`src/rtl/scan_unstuffer.sv`:
```
// rtl/scan_unstuffer.sv - JPEG scan byte unstuffer: strips FF00 stuffing, fill bytes and markers.
// Optional RSTn sequence checking is enabled by defining RST_CHECK_EN (adds rst_seq_err).
module scan_unstuffer #(
    parameter int CNT_W = 16
) (
    input  logic             clk,
    input  logic             rst_n,
    input  logic             scan_start,
    input  logic [7:0]       in_data,
    input  logic             in_valid,
    output logic             in_ready,
    output logic [7:0]       out_data,
    output logic             out_valid,
    input  logic             out_ready,
    output logic             rst_seen,
    output logic [2:0]       rst_idx,
    output logic             eoi,
    output logic             marker_err,
    output logic             scan_done,
    output logic [CNT_W-1:0] byte_cnt
`ifdef RST_CHECK_EN
    ,
    output logic             rst_seq_err
`endif
);

    typedef enum logic [1:0] {
        S_IDLE    = 2'd0,
        S_DATA    = 2'd1,
        S_FF_SEEN = 2'd2,
        S_DONE    = 2'd3
    } state_t;

    state_t           state_q, state_d;
    logic [7:0]       mem_q [2];
    logic             wr_ptr_q, rd_ptr_q;
    logic [1:0]       count_q;
    logic [CNT_W-1:0] byte_cnt_q;
    logic             rst_seen_q, rst_seen_d;
    logic [2:0]       rst_idx_q, rst_idx_d;
    logic             eoi_q, eoi_d;
    logic             marker_err_q, marker_err_d;
    logic             push;
    logic [7:0]       push_byte;
    logic             pop;
    logic             accept;
    logic             in_active;

    // in_ready never looks at out_ready: a full FIFO stalls even if it drains this cycle.
    assign in_active = (state_q == S_DATA) || (state_q == S_FF_SEEN);
    assign in_ready  = in_active && (count_q != 2'd2) && !scan_start;
    assign accept    = in_valid && in_ready;
    assign out_valid = (count_q != 2'd0);
    assign pop       = out_valid && out_ready;
    assign out_data  = out_valid ? mem_q[rd_ptr_q] : 8'h00;

    assign rst_seen   = rst_seen_q;
    assign rst_idx    = rst_idx_q;
    assign eoi        = eoi_q;
    assign marker_err = marker_err_q;
    assign scan_done  = (state_q == S_DONE);
    assign byte_cnt   = byte_cnt_q;

    always_comb begin
        state_d      = state_q;
        push         = 1'b0;
        push_byte    = in_data;
        rst_seen_d   = 1'b0;
        rst_idx_d    = rst_idx_q;
        eoi_d        = 1'b0;
        marker_err_d = 1'b0;
        if (scan_start) begin
            state_d = S_DATA;
        end else if (accept) begin
            case (state_q)
                S_DATA: begin
                    if (in_data == 8'hFF) state_d = S_FF_SEEN;
                    else                  push    = 1'b1;
                end
                S_FF_SEEN: begin
                    if (in_data == 8'h00) begin
                        push      = 1'b1;
                        push_byte = 8'hFF;
                        state_d   = S_DATA;
                    end else if (in_data == 8'hFF) begin
                        state_d = S_FF_SEEN;
                    end else if (in_data[7:3] == 5'b11010) begin
                        rst_seen_d = 1'b1;
                        rst_idx_d  = in_data[2:0];
                        state_d    = S_DATA;
                    end else if (in_data == 8'hD9) begin
                        eoi_d   = 1'b1;
                        state_d = S_DONE;
                    end else begin
                        marker_err_d = 1'b1;
                        state_d      = S_DONE;
                    end
                end
                default: state_d = state_q;
            endcase
        end
    end

    always_ff @(posedge clk or negedge rst_n) begin
        if (!rst_n) begin
            state_q      <= S_IDLE;
            mem_q[0]     <= 8'h00;
            mem_q[1]     <= 8'h00;
            wr_ptr_q     <= 1'b0;
            rd_ptr_q     <= 1'b0;
            count_q      <= 2'd0;
            byte_cnt_q   <= '0;
            rst_seen_q   <= 1'b0;
            rst_idx_q    <= 3'd0;
            eoi_q        <= 1'b0;
            marker_err_q <= 1'b0;
        end else begin
            state_q      <= state_d;
            rst_seen_q   <= rst_seen_d;
            rst_idx_q    <= rst_idx_d;
            eoi_q        <= eoi_d;
            marker_err_q <= marker_err_d;
            if (scan_start) begin
                wr_ptr_q   <= 1'b0;
                rd_ptr_q   <= 1'b0;
                count_q    <= 2'd0;
                byte_cnt_q <= '0;
            end else begin
                if (push) begin
                    mem_q[wr_ptr_q] <= push_byte;
                    wr_ptr_q        <= ~wr_ptr_q;
                end
                if (pop) begin
                    rd_ptr_q   <= ~rd_ptr_q;
                    byte_cnt_q <= byte_cnt_q + {{(CNT_W-1){1'b0}}, 1'b1};
                end
                case ({push, pop})
                    2'b10:   count_q <= count_q + 2'd1;
                    2'b01:   count_q <= count_q - 2'd1;
                    default: count_q <= count_q;
                endcase
            end
        end
    end

`ifdef RST_CHECK_EN
    logic [2:0] exp_idx_q;
    logic       rst_seq_err_q;

    assign rst_seq_err = rst_seq_err_q;

    // The expected index resyncs to whatever arrived, so one bad RSTn flags only once.
    always_ff @(posedge clk or negedge rst_n) begin
        if (!rst_n) begin
            exp_idx_q     <= 3'd0;
            rst_seq_err_q <= 1'b0;
        end else begin
            rst_seq_err_q <= 1'b0;
            if (scan_start) begin
                exp_idx_q <= 3'd0;
            end else if (rst_seen_d) begin
                rst_seq_err_q <= (rst_idx_d != exp_idx_q);
                exp_idx_q     <= rst_idx_d + 3'd1;
            end
        end
    end
`endif

endmodule

```
`config.mk`:
```
export PLATFORM = sky130hd
export DESIGN_NAME = scan_unstuffer
export DESIGN_NICKNAME = d
export VERILOG_FILES = /design/src/rtl/scan_unstuffer.sv
export SDC_FILE = /design/constraint.sdc
export NUM_CORES = 1
export LEC_CHECK = 0
export CORE_MARGIN = 2
export CORE_UTILIZATION = 55
export DETAILED_ROUTE_END_ITERATION = 8
export GPL_TIMING_DRIVEN = 0
export PLACE_DENSITY = 0.85
export SLEW_MARGIN = 20
export SYNTH_ARGS = -nofsm -noshare
export SYNTH_HDL_FRONTEND = slang
export SYNTH_SLANG_ARGS = --single-unit
```
`constraint.sdc`:
```
create_clock -name clk -period 5.7 [get_ports clk]
set_clock_uncertainty 0.15 [all_clocks]
set_input_delay 1.71 -clock clk [delete_from_list [all_inputs] [get_ports clk]]
set_output_delay 1.71 -clock clk [all_outputs]
set_load 0.02 [all_outputs]
```
==> flow_summary.yaml <==
run_status:
  status: "finished, final reports clean"
cts:
  post_cts_resize_count: 0
  clockRootBuffer: "clkbuf_8"
  cts_buffer_depth: 2
  cts_buffers: 5
  post-cts-setup-buffers: 0
  cts_tree: "built"
  cts_max_level: 2
  clk_pin_slew_worst_paths_ns: 0.08
  postCtsHoldBufs: 0
  clk_latency_ns: 0.30
  cts_sinks: 44
floorplan:
  die_h_um: 67.3
  core-area_um2: 3910
  rows: 23
  start_util_pct: 56.3
  io_pins: 46
  dieArea_um2: 4530
  die_w_um: 67.3
routing:
  first_pass_iters: 4
  postRouteAntennaNets: 0
  routed_wl_um: 4810
  viasPerCell: 5.76
  drc: 0
  drtIter0Drc: 69
  vias: 1773
  wl_per_cell_um: 15.6
sta:
  tns_ns: 0
  max_freq_mhz: 203
  rsz0062_at_grt: "false"
  worst_slack_ns: 0.763
  final.min_clock_period_ns: 4.94
  slew_headroom_pct: 50.0
  hold_viol: 0
  slew_viol_final: 0
  worst_pin_slew_ns: 0.747
  setup_viol: 0
  period_share_pct: 86.6
logic_synthesis:
  synth_edf_count: 0
  synthFlopType: "dfrtp_1"
  ys.warnings.count: 0
  syn_area_um2: 2200
  postSynthNetCount: 222
  synth_area_per_cell_um2: 10.8
  synth_seq_cells: 44
  synthesis.instances: 205
  yosysSeqAreaShare_pct: 49.9
  netlist-cell-type-count: 43
  synthArstFlopShare_pct: 100
setup_path:
  path_max_fanout: 10
  reg2reg_to: "mem_q[6]"
  critPathRequiredTime_ns: 3.84
  endpoint_kind: "output pin"
  critPathLaunchType: "input port"
  arrival_ns: 3.08
  ff2ff_setup_slack_ns: 3.29
  criticalPathCategory: "in2out"
  rr_worst_depth: 7
  rr_startpoint: "state_q[0]"
layout:
  postLayoutCoreUtil_pct: 72.5
  mostFrequentLayoutCells: "44 x dfrtp_1, 43 x clkdlybuf4s50_1, 26 x nor2_1, 16 x o22a_1"
  area_growth_pct: 28.7
  diodes: 0
  final_common_cell: "dfrtp_1"
  layout.cells.non_filler: 308
  design_area_um2: 2840
  drive_above_1_share_pct: 8.53
  fillers: 303
  nets: 274
place:
  gp_congestion: 0.780
  dp.cells: 300
  placed_cell_area_um2: 2720
  io_buffers: 44
  post-place-ws_ns: 0.762
  dpl.hpwl_um: 3460
hold_path:
  whs_path_depth: 1
  worstHoldStart: "mem_q[13]"
  hold_path_class: "reg2reg"
  hold_end: "mem_q[13]"
global_route:
  grt_pass1_vias: 1731
  antenna_found_initial: 0
  gr-usage-all-layers_pct: 23.9
  grt-ovfl-total: 0
  busiest_layer: "met2"
  use_met1_pct: 31.2
  grt_max_degree: 32
  met3_usage_pct: 5.00
  grt_pass1_wl_um: 8030
  use_met2_pct: 41.0
power:
  vdd_ir_drop_max_v: 0.000240
  p_per_area_nw_per_um2: 269
  leakagePower_nw: 1.19
flow_run:
  maxCapViolations: 0
registers in the layout, summed over array words and instances (netlist names):
name        cells
byte_cnt       16
mem_q          16
rst_idx         3
count_q         2
state_q         2
eoi             1
marker_err      1
rd_ptr_q        1
rst_seen        1
wr_ptr_q        1
cells by family (layout without fill, tap and decap cells):
kind of cell | count (synthesis) | in the layout | share of synthesized area (%)
AND/OR/NAND/NOR | 74 | 74 | 18.6
flip-flops | 44 | 44 | 49.9
AO/OA/AOI/OAI | 40 | 40 | 14.0
XOR/XNOR | 16 | 16 | 6.36
buffers and inverters | 16 | 69 | 3.63
multiplexers | 11 | 11 | 5.16
adder cells (fa/ha/maj) | 4 | 4 | 2.27
final cells by class:
cell class                 instances  area, um^2  share of cell area, %
inverter                           8        30.0                   1.06
buffer                             8        50.0                   1.76
clock buffer                       5        68.8                   2.43
clock inverter                     3        46.3                   1.63
timing repair buffer              45         455                   16.0
sequential                        44        1100                   38.8
multi-input combinational        145        1020                   36.1
tap                               50        62.6                   2.20
through the flow:
stage               hold WS (ns)  power [mW]
floorplan                  0.309       0.462
global placement           0.319       0.522
detailed placement         0.328       0.531
CTS                        0.347       0.773
global route               0.357       0.799
finish                     0.342       0.764
routing by layer:
layer	wire (um)	up-vias
li1	-	847
met1	2150	886
met2	2450	35
met3	166	5
met4	48	0
met5	0	-
critical path, stage by stage:
cell             delay (ns)
clkbuf_1               0.17
clkbuf_1               0.28
nor3_1                 0.28
clkdlybuf4s50_1        0.64
cell usage after synthesis (4+ instances only):
master	n	share of area, %
nand3_1	5	1.1
a21oi_1	7	1.6
ha_1	4	2.3
and4_1	6	2.4
xor2_1	11	4.4
inv_1	8	1.4
mux2i_1	8	3.6
dfrtp_1	44	50
o22a_1	16	6.4
o21ai_0	6	1.4
nand2_1	11	1.9
clkbuf_1	4	0.68
nor2_1	26	4.4
xnor2_1	5	2.0
nand4_1	4	1.1
power breakdown:
group	total, mW	switching [mW]	internal, mW
clock network	0.238	0.107	0.132
logic	0.160	0.0834	0.0765
registers	0.365	0.0203	0.345
worst max-delay path by stage:
| stage | from | to | slack (ns) | cells past startpoint |
|---|---|---|---|---|
| after floorplan | scan_start | in_ready | 1.26 | 3 |
| after global placement | scan_start | in_ready | 0.77 | 4 |
| after detailed placement | scan_start | in_ready | 0.76 | 4 |
| after CTS | scan_start | in_ready | 0.76 | 4 |
| after global routing | scan_start | in_ready | 0.67 | 4 |
| final | scan_start | in_ready | 0.76 | 4 |
Power figures use the tool's default switching activity.
